`src/rtl/vending_return_controller.sv`:
```
// Change-return sequencer: runs the inactivity timer while credit is held, then
// pays the held credit back one coin per cycle, largest denomination first.
module vending_return_controller #(
  parameter int TOTAL_BITS  = 31,
  parameter int NUM_COINS   = 3,
  parameter int COIN0_VALUE = 100,
  parameter int COIN1_VALUE = 500,
  parameter int COIN2_VALUE = 1000,
  parameter int WAIT_CYCLES = 100
) (
  input  logic                  clk,
  input  logic                  reset,
  input  logic                  i_activity,
  input  logic                  i_trigger_return,
  input  logic [TOTAL_BITS-1:0] i_current_total,
  output logic [NUM_COINS-1:0]  o_return_coin,
  output logic [TOTAL_BITS-1:0] o_sub_value,
  output logic                  o_busy,
  output logic [31:0]           o_wait_time,
  output logic                  o_return_done
);

  localparam logic [1:0] ST_IDLE   = 2'd0;
  localparam logic [1:0] ST_WAIT   = 2'd1;
  localparam logic [1:0] ST_RETURN = 2'd2;
  localparam logic [1:0] ST_DONE   = 2'd3;

  localparam logic [31:0] WAIT_RELOAD = 32'(WAIT_CYCLES);

  logic [1:0]            r_state;
  logic [31:0]           r_timer;
  logic [1:0]            w_state_nxt;
  logic [31:0]           w_timer_nxt;
  logic [NUM_COINS-1:0]  w_coin;
  logic [TOTAL_BITS-1:0] w_sub;
  logic                  w_in_return;

  function automatic logic [TOTAL_BITS-1:0] coin_value(input int k);
    case (k)
      0:       coin_value = TOTAL_BITS'(COIN0_VALUE);
      1:       coin_value = TOTAL_BITS'(COIN1_VALUE);
      2:       coin_value = TOTAL_BITS'(COIN2_VALUE);
      default: coin_value = {TOTAL_BITS{1'b0}};
    endcase
  endfunction

  // Largest fitting coin; denominations ascend with index so the last hit wins.
  always_comb begin
    w_coin = {NUM_COINS{1'b0}};
    w_sub  = {TOTAL_BITS{1'b0}};
    for (int k = 0; k < NUM_COINS; k++) begin
      w_coin = ((coin_value(k) != '0) && (coin_value(k) <= i_current_total))
               ? (NUM_COINS'(1) << k) : w_coin;
      w_sub  = ((coin_value(k) != '0) && (coin_value(k) <= i_current_total))
               ? coin_value(k) : w_sub;
    end
  end

  // Next-state and timer logic.
  always_comb begin
    w_state_nxt = r_state;
    w_timer_nxt = r_timer;
    case (r_state)
      ST_IDLE: begin
        if (i_activity) begin
          w_state_nxt = ST_WAIT;
          w_timer_nxt = WAIT_RELOAD;
        end else begin
          w_state_nxt = ST_IDLE;
          w_timer_nxt = 32'd0;
        end
      end
      ST_WAIT: begin
        if (i_trigger_return) begin
          w_state_nxt = ST_RETURN;
          w_timer_nxt = 32'd0;
        end else if (i_current_total == '0) begin
          w_state_nxt = ST_IDLE;
          w_timer_nxt = 32'd0;
        end else if (i_activity) begin
          w_state_nxt = ST_WAIT;
          w_timer_nxt = WAIT_RELOAD;
        end else if (r_timer == 32'd1) begin
          w_state_nxt = ST_RETURN;
          w_timer_nxt = 32'd0;
        end else begin
          w_state_nxt = ST_WAIT;
          w_timer_nxt = r_timer - 32'd1;
        end
      end
      ST_RETURN: begin
        w_timer_nxt = 32'd0;
        if (w_coin == '0) begin
          w_state_nxt = ST_DONE;
        end else begin
          w_state_nxt = ST_RETURN;
        end
      end
      ST_DONE: begin
        w_state_nxt = ST_IDLE;
        w_timer_nxt = 32'd0;
      end
      default: begin
        w_state_nxt = ST_IDLE;
        w_timer_nxt = 32'd0;
      end
    endcase
  end

  // State and timer registers.
  always_ff @(posedge clk) begin
    if (reset) begin
      r_state <= ST_IDLE;
      r_timer <= 32'd0;
    end else begin
      r_state <= w_state_nxt;
      r_timer <= w_timer_nxt;
    end
  end

  // Coins are gated by reset so an interrupted return issues nothing in the reset cycle.
  assign w_in_return   = (r_state == ST_RETURN) && !reset;
  assign o_return_coin = w_in_return ? w_coin : {NUM_COINS{1'b0}};
  assign o_sub_value   = w_in_return ? w_sub : {TOTAL_BITS{1'b0}};
  assign o_busy        = (r_state == ST_RETURN) || (r_state == ST_DONE);
  assign o_return_done = (r_state == ST_DONE);
  assign o_wait_time   = r_timer;

endmodule
```
`config.mk`:
```
export PLATFORM = sky130hd
export DESIGN_NAME = vending_return_controller
export DESIGN_NICKNAME = d
export VERILOG_FILES = /design/src/rtl/vending_return_controller.sv
export SDC_FILE = /design/constraint.sdc
export NUM_CORES = 1
export LEC_CHECK = 0
export BUFFER_PORTS_ARGS = -buffer_cell sky130_fd_sc_hd__clkbuf_2
export CAP_MARGIN = 20
export CORE_MARGIN = 1.5
export CORE_UTILIZATION = 46
export DETAILED_ROUTE_END_ITERATION = 16
export GPL_TIMING_DRIVEN = 0
export PLACE_DENSITY_LB_ADDON = 0.2
export SYNTH_ARGS = -nofsm -noshare
export SYNTH_HDL_FRONTEND = slang
export SYNTH_SLANG_ARGS = --single-unit
export TNS_END_PERCENT = 20
```
`constraint.sdc`:
```
create_clock -name clk -period 2.94 [get_ports clk]
set_input_delay 0 -clock clk [delete_from_list [all_inputs] [get_ports clk]]
set_output_delay 0 -clock clk [all_outputs]
set_load 0.02 [all_outputs]
```
==> metrics.yaml, run 1 <==
power_and_ir_drop:
  swShare_pct: 31.3
  power_mw: 1.21
  p_leak_nw: 1.39
  pwr-share-comb_pct: 30.2
  p_sw_mw: 0.378
  cellPowerDensity_mw_per_mm2: 454
  seqPwrFrac_pct: 40.5
  irDropWorstVdd_v: 0.000248
  clock_power_share_pct: 29.4
  p_int_mw: 0.829
final_layout:
  final-instance-count-excl-fill: 400
  drive_gt1_share_pct: 38.0
  layout.area.seq_um2: 681
  fin_nets: 386
  diodes: 0
  area_delta_synth_final_pct: 31.8
  final_common_cell: "clkbuf_2"
  multi_input_area_mm2: 0.00114
  final_util_pct: 64.6
  mostFrequentLayoutCells: "clkbuf_2 (80), nor2_1 (41), dfxtp_1 (34)"
  fillers: 384
floorplan:
  die-height_um: 69.2
  fp.dieW_um: 69.2
  fp.coreArea_mm2: 0.00412
  die_area_mm2: 0.00479
  io_pins: 103
  start_util_pct: 49.0
  rows: 23
clock_tree:
  clk_pin_slew_ns: 0.07
  cts_max_level: 2
  cts_max_path_buffers: 2
  numCtsBuffers: 5
  cts_root_buf: "clkbuf_8"
  clk_latency_ns: 0.28
  postCtsSetupRepairBufs: 0
  clock-sinks: 34
  tritoncts: "done"
global_routing:
  antenna_found_initial: 0
  grt_pass1_vias: 1646
  grt_pass1_wl_mm: 7.01
  grt_usage_pct: 17.4
  gr-total-overflow: 0
  grt_max_degree: 11
routing:
  ant_nets: 0
  viasPerCell: 4.71
  drc_errors: 0
  wl_mm: 4.19
  drt-pass1-iter-count: 5
  routedWlPerCell_um: 10.5
  drt_iter0_markers: 13
  vias: 1884
worst_setup_path:
  crit_required_ns: 3.12
  start_kind: "flip-flop"
  critPathArrivalTime_ns: 2.56
  path_max_fanout: 9
  cp-end-kind: "flip-flop"
  setup.worst_path.class: "flip-flop to flip-flop"
place:
  gp_congestion: 0.724
  hpwl_mm: 3.28
  placed_cells: 391
  io_buffers: 79
sta:
  tightest_slew_ns: 0.530
  setup_viol: 0
  rsz0062_at_grt: "no"
  report.final.slew_viol_count: 0
  skew_ns: 0.00677
  hold_ws_ns: 0.0522
  final.period_utilization_pct: 80.8
  slew_headroom_pct: 64.4
  finalSetupTns_ns: 0
  period_needed_ns: 2.37
  clock.fmax_mhz: 421
  hold_viol_final: 0
synth:
  synth-main-ff-cell: "dfxtp_1"
  netlist_instances: 240
  seq_area_frac_synth_pct: 33.8
  ys_ff_latch: 34
  yosys_warnings: 0
  async_reset_ff_share_pct: 0
  synth_edf_count: 0
  ys_types: 40
  avgSynthCellArea_um2: 8.40
  syn_area_mm2: 0.00202
min_path:
  min_path_type: "primary input to flip-flop"
flow_run:
  cap_violations: 0
status:
  status: "completed"
## final timing paths
kind	start	end	slack (ns)	depth (start not counted)
worst max register to register	o_wait_time[1]	o_wait_time[18]	0.57	8
worst min register to register	o_wait_time[4]	o_wait_time[4]	0.50	2
worst max-delay path	o_wait_time[1]	o_wait_time[18]	0.57	8
worst min-delay path	i_current_total[8]	r_state[0]	0.05	4
## area by class of cell
cell class | count | area share (%)
Buffer | 35 | 9.70
Clock buffer | 7 | 3.25
Clock inverter | 1 | 0.188
Inverter | 6 | 0.847
Multi-Input combinational cell | 187 | 42.8
Sequential cell | 34 | 25.6
Tap cell | 50 | 2.35
Timing Repair Buffer | 80 | 15.3
## cell usage after synthesis, types with 4 or more instances
cell type,number,area share (%)
nor4_4,4,4.2
buf_4,29,11
nand3_1,6,1.5
xor2_1,17,7.4
a21oi_1,6,1.5
nand2_1,14,2.6
inv_1,6,1.1
nand3b_1,7,2.6
dfxtp_1,34,34
nor3_1,8,2.0
nor4_1,10,3.1
o21ai_0,4,0.99
xnor2_1,10,4.3
nor2_1,41,7.6
or3_1,7,2.2
## layer usage
metal  vias up  share of wire (%)  track usage [%]
li1        980                  -                -
met1       837                 46             20.8
met2        62                 48             30.8
met3         5                5.5             4.51
met4         0                1.0             4.58
met5         -                  0                0
## kinds of logic (layout without fill, tap and decap cells)
family	after synthesis	after routing	share of synthesized area, %
AO/OA/AOI/OAI	15	15	4.84
XOR/XNOR	27	27	11.7
adder cells (fa/ha/maj)	2	2	1.24
buffers and inverters	41	129	13.9
flip-flops	34	34	33.8
other	1	23	0.186
AND/OR/NAND/NOR	120	120	34.3
## repair_timing
item,CTS,global route
hold endpoints to repair,1,0
resized for setup,0,0
endpoints found under the setup margin,0,0
hold buffers,1,0
## power by group through the flow
stage / combinational, mW / clock (mW) / sequential, mW
2_1_floorplan: 0.280 / 0 / 0.509
3_3_place_gp: 0.358 / 0 / 0.498
3_5_place_dp: 0.363 / 0 / 0.499
6_report: 0.364 / 0.354 / 0.489
5_1_grt: 0.402 / 0.385 / 0.491
4_1_cts: 0.366 / 0.364 / 0.488
## worst max-delay path, cell delays in order (launching register included)
cell and delay (ns):
dfxtp_1 0.38, inv_1 0.10, ha_1 0.20, or4b_2 0.59, clkbuf_2 0.19, nor4_4 0.42, and2b_1 0.21, xnor2_1 0.14
nor2_2 0.04
## metrics by stage
stage / setup WS (ns) / area, um^2
global placement: 0.556 / 2560
detailed placement: 0.545 / 2560
finish: 0.565 / 2660
floorplan: 0.720 / 2100
CTS: 0.547 / 2660
global route: 0.386 / 2660
## registers in the layout, indices dropped and copies added, names as in the netlist, named ones only
name and cells:
o_wait_time 32, r_state 1
Power figures use the tool's default switching activity.
==> inputs of run 2 (changes only) <==
--- a/config.mk
+++ b/config.mk
@@ -8,7 +8,7 @@
 export BUFFER_PORTS_ARGS = -buffer_cell sky130_fd_sc_hd__clkbuf_2
 export CAP_MARGIN = 20
 export CORE_MARGIN = 1.5
-export CORE_UTILIZATION = 46
+export CORE_UTILIZATION = 41
 export DETAILED_ROUTE_END_ITERATION = 16
 export GPL_TIMING_DRIVEN = 0
 export PLACE_DENSITY_LB_ADDON = 0.2
==> constraint.sdc (replaced) <==
create_clock -name clk -period 2.1 [get_ports clk]
set_input_delay 0 -clock clk [delete_from_list [all_inputs] [get_ports clk]]
set_output_delay 0 -clock clk [all_outputs]
set_load 0.02 [all_outputs]
==> run 2 against run 1 <==
Effect of this change:
- combinational power rose by 55%
- cell count is 6.3% higher
- clock power grew 36%
- first-iteration DRC count increased by 69%
- via count increased by 0.27%
- clock skew down 0.0015 ns
- wire length grew 4.3%
==> metrics.yaml, run 2 (same netlist as run 1, synthesis figures left out) <==
status:
  status: "completed"
power_and_ir_drop:
  cellPowerDensity_mw_per_mm2: 616  # +36%
  irDropWorstVdd_v: 0.000281  # +13%
  p_leak_nw: 1.45  # +4.4%
  power_mw: 1.73  # +43%
final_layout:
  largest_reg_flops: 32  # unchanged
  area_delta_synth_final_pct: 39.5
  final_util_pct: 59.5  # -5.1 points
  diodes: 0  # unchanged
  fin_nets: 395  # +2.3%
  layout.area.seq_um2: 691  # +1.5%
  mostFrequentLayoutCells: "clkbuf_2 (79), nor2_1 (41), buf_4 (36)"
  fillers: 419  # +9.1%
  multi_input_area_mm2: 0.00117  # +2.8%
  final-instance-count-excl-fill: 425  # +6.3%
  finalInstanceArea_mm2: 0.00281  # +5.8%
  final_common_cell: "clkbuf_2"
  drive_gt1_share_pct: 41.6  # +3.6 points
clock_tree:
  clk_pin_slew_ns: 0.07  # about the same
  numCtsBuffers: 5  # unchanged
  clock-sinks: 34  # unchanged
  clk_latency_ns: 0.28  # about the same
  cts_root_buf: "clkbuf_8"
  cts_max_path_buffers: 2  # unchanged
  tritoncts: "done"
  cts_max_level: 2  # unchanged
sta:
  period_needed_ns: 2.02  # -0.352 ns
  rsz0062_at_grt: "yes"
  setup_viol: 0  # unchanged
  hold_viol_final: 0  # unchanged
  report.final.slew_viol_count: 0  # unchanged
  final.period_utilization_pct: 96.3  # +16 points
  clock.fmax_mhz: 494  # +17%
  hold_ws_ns: 0.0549  # +0.00270 ns
  skew_ns: 0.00530  # -0.00147 ns
floorplan:
  fp.coreArea_mm2: 0.00472  # +15%
  io_pins: 103  # unchanged
  start_util_pct: 42.7  # -6.3 points
  fp.dieW_um: 73.1  # +5.7%
  die_area_mm2: 0.00535  # +12%
  rows: 25  # +8.7%
  die-height_um: 73.1  # +5.7%
global_routing:
  grt_max_degree: 11  # unchanged
  grt_pass1_vias: 1622  # -1.5%
  antenna_found_initial: 0  # unchanged
  grt_pass1_wl_mm: 7.05  # +0.58%
  gr-total-overflow: 0  # unchanged
  grt_usage_pct: 16.9  # -0.45 points
routing:
  drt-pass1-iter-count: 4  # -1
  wl_mm: 4.37  # +4.3%
  drc_errors: 0  # unchanged
  routedWlPerCell_um: 10.3  # -1.8%
  drt_iter0_markers: 22  # +9
  vias: 1889  # +0.27%
  viasPerCell: 4.44  # -5.6%
  ant_nets: 0  # unchanged
worst_setup_path:
  cpMaxStageDelayCell: "or4_4"
  cp_cell_sequence: "or4_4 -> nor4_4 -> buf_4 -> and4_1 -> a211o_1 -> nand2_1"
  start_kind: "flip-flop"
  path_max_fanout: 5  # -4
  setup.worst_path.class: "flip-flop to flip-flop"
  max_stage_delay_ns: 0.57  # -0.02 ns
  cp-end-kind: "flip-flop"
  crit_required_ns: 2.27  # -0.85 ns
  critPathArrivalTime_ns: 2.19  # -0.37 ns
place:
  placed_cells: 408  # +4.3%
  place_area_mm2: 0.00261  # +2.1%
  gp_congestion: 0.779  # +7.5%
  io_buffers: 79  # unchanged
  hpwl_mm: 3.39  # +3.5%
min_path:
  min_path_type: "primary input to flip-flop"
flow_run:
  cap_violations: 0  # unchanged
run 2: cell types whose count changed in the layout (fill, tap and decap cells not counted), sizes merged:
cell,previous run,this run
clkinv,1,0
buf,32,41
run 2: what timing repair did:
action / 4_1_cts / 5_1_grt
setup endpoints to repair: 18 / 34
gates resized for setup: 4 / 2
cloned: 0 / 0
hold endpoints to repair: 1 / 0
pin swaps: 2 / 3
setup buffers: 2 / 7
hold buffers: 1 / 0
run 2: final cells by class:
cell class | instances | area share, %
Clock buffer | 7 | 3.07
Inverter | 6 | 0.801
Sequential cell | 34 | 24.6
Timing Repair Buffer | 89 | 17.3
Multi-Input combinational cell | 187 | 41.6
Buffer | 35 | 9.75
Tap cell | 67 | 2.98
run 2: worst paths after layout:
check                       start              to  slack (ns)  depth (start not counted)
setup reg to reg  o_wait_time[15]      r_state[0]        0.08                          6
hold / removal         i_activity  o_wait_time[2]        0.05                          3
hold reg to reg    o_wait_time[0]  o_wait_time[0]        0.50                          1
setup / recovery  o_wait_time[15]      r_state[0]        0.08                          6
run 2: power breakdown:
part           switching, mW  total [mW]  internal (mW)  leakage [nW]
clock network          0.223       0.483          0.260        0.0443
registers             0.0219       0.682          0.660         0.278
logic                  0.290       0.566          0.276          1.13
total                  0.535        1.73           1.20          1.45
run 2: metrics by stage:
| stage | TNS [ns] | worst slack [ns] |
|---|---|---|
| final | 0 | 0.0769 |
| after global routing | -0.0270 | -0.00989 |
| after CTS | 0 | 0.000279 |
| after detailed placement | -1.22 | -0.143 |
| after global placement | -1.19 | -0.145 |
| after floorplan | 0 | 0.0275 |
run 2: critical path: cells and delay by family, from the launching register on:
kind / cells / cell delay [ns]
buffers and inverters: 1 / 0.18
AOI/OAI and AO/OA: 1 / 0.17
and+or+nand+nor: 4 / 1.21
DFF: 1 / 0.34
run 2: metal layers:
layer / vias up / global-route usage (%) / share of wire (%)
met5: - / 0 / 0
met4: 0 / 7.55 / 1.7
met3: 6 / 5.39 / 6.7
met2: 67 / 28.2 / 48
met1: 811 / 19.8 / 44
li1: 1005 / - / -
==> inputs of run 3 (changes only) <==
--- a/config.mk
+++ b/config.mk
@@ -5,10 +5,11 @@
 export SDC_FILE = /design/constraint.sdc
 export NUM_CORES = 1
 export LEC_CHECK = 0
+export ABC_AREA = 1
 export BUFFER_PORTS_ARGS = -buffer_cell sky130_fd_sc_hd__clkbuf_2
 export CAP_MARGIN = 20
 export CORE_MARGIN = 1.5
-export CORE_UTILIZATION = 41
+export CORE_UTILIZATION = 43
 export DETAILED_ROUTE_END_ITERATION = 16
 export GPL_TIMING_DRIVEN = 0
 export PLACE_DENSITY_LB_ADDON = 0.2
==> run 3 against run 2 <==
Effect of this change:
- critical path depth up 3
- power about the same
- synthesized cell count up 61%
- critical endpoint is now o_wait_time[18]
==> metrics.yaml, run 3 <==
sta:
  finalSetupTns_ns: 0  # unchanged
  clock.fmax_mhz: 590  # +19%
  skew_ns: 0.00820  # +0.00290 ns
  final.period_utilization_pct: 80.6  # -16 points
  period_needed_ns: 1.69  # -0.329 ns
  hold_viol_final: 0  # unchanged
  setup_viol: 0  # unchanged
  rsz0062_at_grt: "no"
  report.final.slew_viol_count: 0  # unchanged
floorplan:
  fp.dieW_um: 77.7  # +6.3%
  die-height_um: 77.7  # +6.3%
  rows: 27  # +8.0%
  die_area_mm2: 0.00604  # +13%
  start_util_pct: 44.2  # +1.5 points
  fp.coreArea_mm2: 0.00544  # +15%
  io_pins: 103  # unchanged
place:
  io_buffers: 79  # unchanged
  hpwl_mm: 4.67  # +37%
  gp_congestion: 0.898  # +15%
routing:
  viasPerCell: 4.47  # +0.57%
  routedWlPerCell_um: 9.92  # -3.6%
  vias: 2539  # +34%
  wl_mm: 5.63  # +29%
  drt_iter0_markers: 78  # +250%
  ant_nets: 0  # unchanged
  drc_errors: 0  # unchanged
  drt-pass1-iter-count: 4  # unchanged
power_and_ir_drop:
  irDropWorstVdd_v: 0.000295  # +5.1%
  power_mw: 1.73  # about the same
  p_leak_nw: 1.82  # +26%
  cellPowerDensity_mw_per_mm2: 564  # -8.5%
synth:
  synth_edf_count: 0  # unchanged
  yosys.area.top_type: "dfxtp_1"
  ys_ff_latch: 34  # unchanged
  async_reset_ff_share_pct: 0  # unchanged
  synth.most_common_cell: "nor2_1"
  ys_types: 27  # -33%
  synthTopCellsByArea: "dfxtp_1 (28%), nor2_1 (17%), nand2_1 (11%)"
  syn_area_mm2: 0.00240  # +19%
  yosys_warnings: 0  # unchanged
  seq_area_frac_synth_pct: 28.3  # -5.4 points
  synth-main-ff-cell: "dfxtp_1"
  netlist_instances: 386  # +61%
  avgSynthCellArea_um2: 6.22  # -26%
  synth_commonest_cells: "nor2_1 (111), nand2_1 (71), inv_1 (41)"
  synth_top_area_share_pct: 28.3  # -5.4 points
worst_setup_path:
  cp_cell_sequence: "inv_1 -> ha_1 -> nand2_1 -> nor2_2 -> inv_1 -> nor2_2 -> nand4_1 -> xor2_1 -> nor2_1"
  max_stage_delay_ns: 0.34  # -0.23 ns
  crit_required_ns: 2.27  # about the same
  path_max_fanout: 4  # -1
  critPathArrivalTime_ns: 1.87  # -0.32 ns
  start_kind: "flip-flop"
  setup.worst_path.class: "flip-flop to flip-flop"
  cp-end-kind: "flip-flop"
  cpMaxStageDelayCell: "dfxtp_1"
global_routing:
  gr-total-overflow: 0  # unchanged
  antenna_found_initial: 0  # unchanged
  grt_usage_pct: 19.1  # +2.2 points
  grt_pass1_wl_mm: 9.47  # +34%
  grt_pass1_vias: 2321  # +43%
  grt_max_degree: 11  # unchanged
clock_tree:
  tritoncts: "done"
  cts_max_level: 2  # unchanged
  cts_root_buf: "clkbuf_8"
  numCtsBuffers: 5  # unchanged
  cts_max_path_buffers: 2  # unchanged
  clock-sinks: 34  # unchanged
  cts_resized: 0  # -4
  clk_latency_ns: 0.28  # about the same
  clk_pin_slew_ns: 0.07  # about the same
final_layout:
  area_delta_synth_final_pct: 27.9
  mostFrequentLayoutCells: "nor2_1 (111), clkbuf_2 (79), nand2_1 (71)"
  final_util_pct: 56.5  # -3.0 points
  largest_reg_flops: 32  # unchanged
  final_common_cell: "nor2_1"
  drive_gt1_share_pct: 26.6  # -15 points
  fin_nets: 532  # +35%
  diodes: 0  # unchanged
min_path:
  min_path_type: "primary input to flip-flop"
status:
  status: "completed"
flow_run:
  cap_violations: 0  # unchanged
## run 3: stage by stage
| step | worst slack (ns) | cells | cell area (um^2) | hold WS (ns) |
|---|---|---|---|---|
| floorplan | 0.581 | 408 | 2480 | 0.163 |
| global placement | 0.445 | 559 | 2970 | 0.281 |
| detailed placement | 0.421 | 559 | 2970 | 0.280 |
| CTS | 0.397 | 568 | 3070 | 0.0384 |
| global route | 0.223 | 568 | 3070 | 0.0887 |
| finish | 0.406 | 568 | 3070 | 0.0450 |
## run 3: layout make-up
cell class / instances / area (um^2)
buffer: 31 / 236
clock buffer: 7 / 86.3
clock inverter: 1 / 5.00
fill: 587 / 2370
inverter: 41 / 154
multi-input combinational: 302 / 1410
sequential: 34 / 681
tap: 72 / 90.1
timing repair buffer: 80 / 405
## run 3: worst paths after layout
path                                         to  slack, ns             start  depth (start not counted)
worst max-delay path            o_wait_time[18]       0.41    o_wait_time[0]                          9
worst min-delay path                  flip-flop       0.04  i_trigger_return                          5
worst max register to register  o_wait_time[18]       0.41    o_wait_time[0]                          9
worst min register to register   o_wait_time[0]       0.47    o_wait_time[0]                          1
## run 3: cells by family after synthesis
logic type | synth area share [%]
compound gates | 4.06
fa+ha+maj | 1.04
xor+xnor | 8.02
flops | 28.3
other cells | 0.156
simple gates | 42.1
buf+inv | 16.2
## run 3: routing by layer
| layer | global-route usage, % | part of all wire [%] |
|---|---|---|
| met1 | 22.4 | 46 |
| met2 | 34.8 | 48 |
| met3 | 3.76 | 5.4 |
| met5 | 0 | 0 |
| met4 | 5.82 | 0.92 |
## run 3: critical path: cells and delay by family, from the launching register on
family | cells | cell delay, ns
xor gates and xnor gates | 1 | 0.16
adders and majority gates | 1 | 0.24
buffers and inverters | 2 | 0.21
DFF | 1 | 0.34
and+or+nand+nor | 5 | 0.62
## run 3: report_power, final
part           switching, mW  internal, mW  leakage, nW
Clock                  0.236         0.265       0.0482
Combinational          0.332         0.215         1.50
Sequential            0.0212         0.662        0.275
## run 3: timing repair
item	in CTS	in global routing
hold buffers	1	0
endpoints found under the setup margin	0	0
setup buffers	0	0
endpoints found under the hold margin	1	0
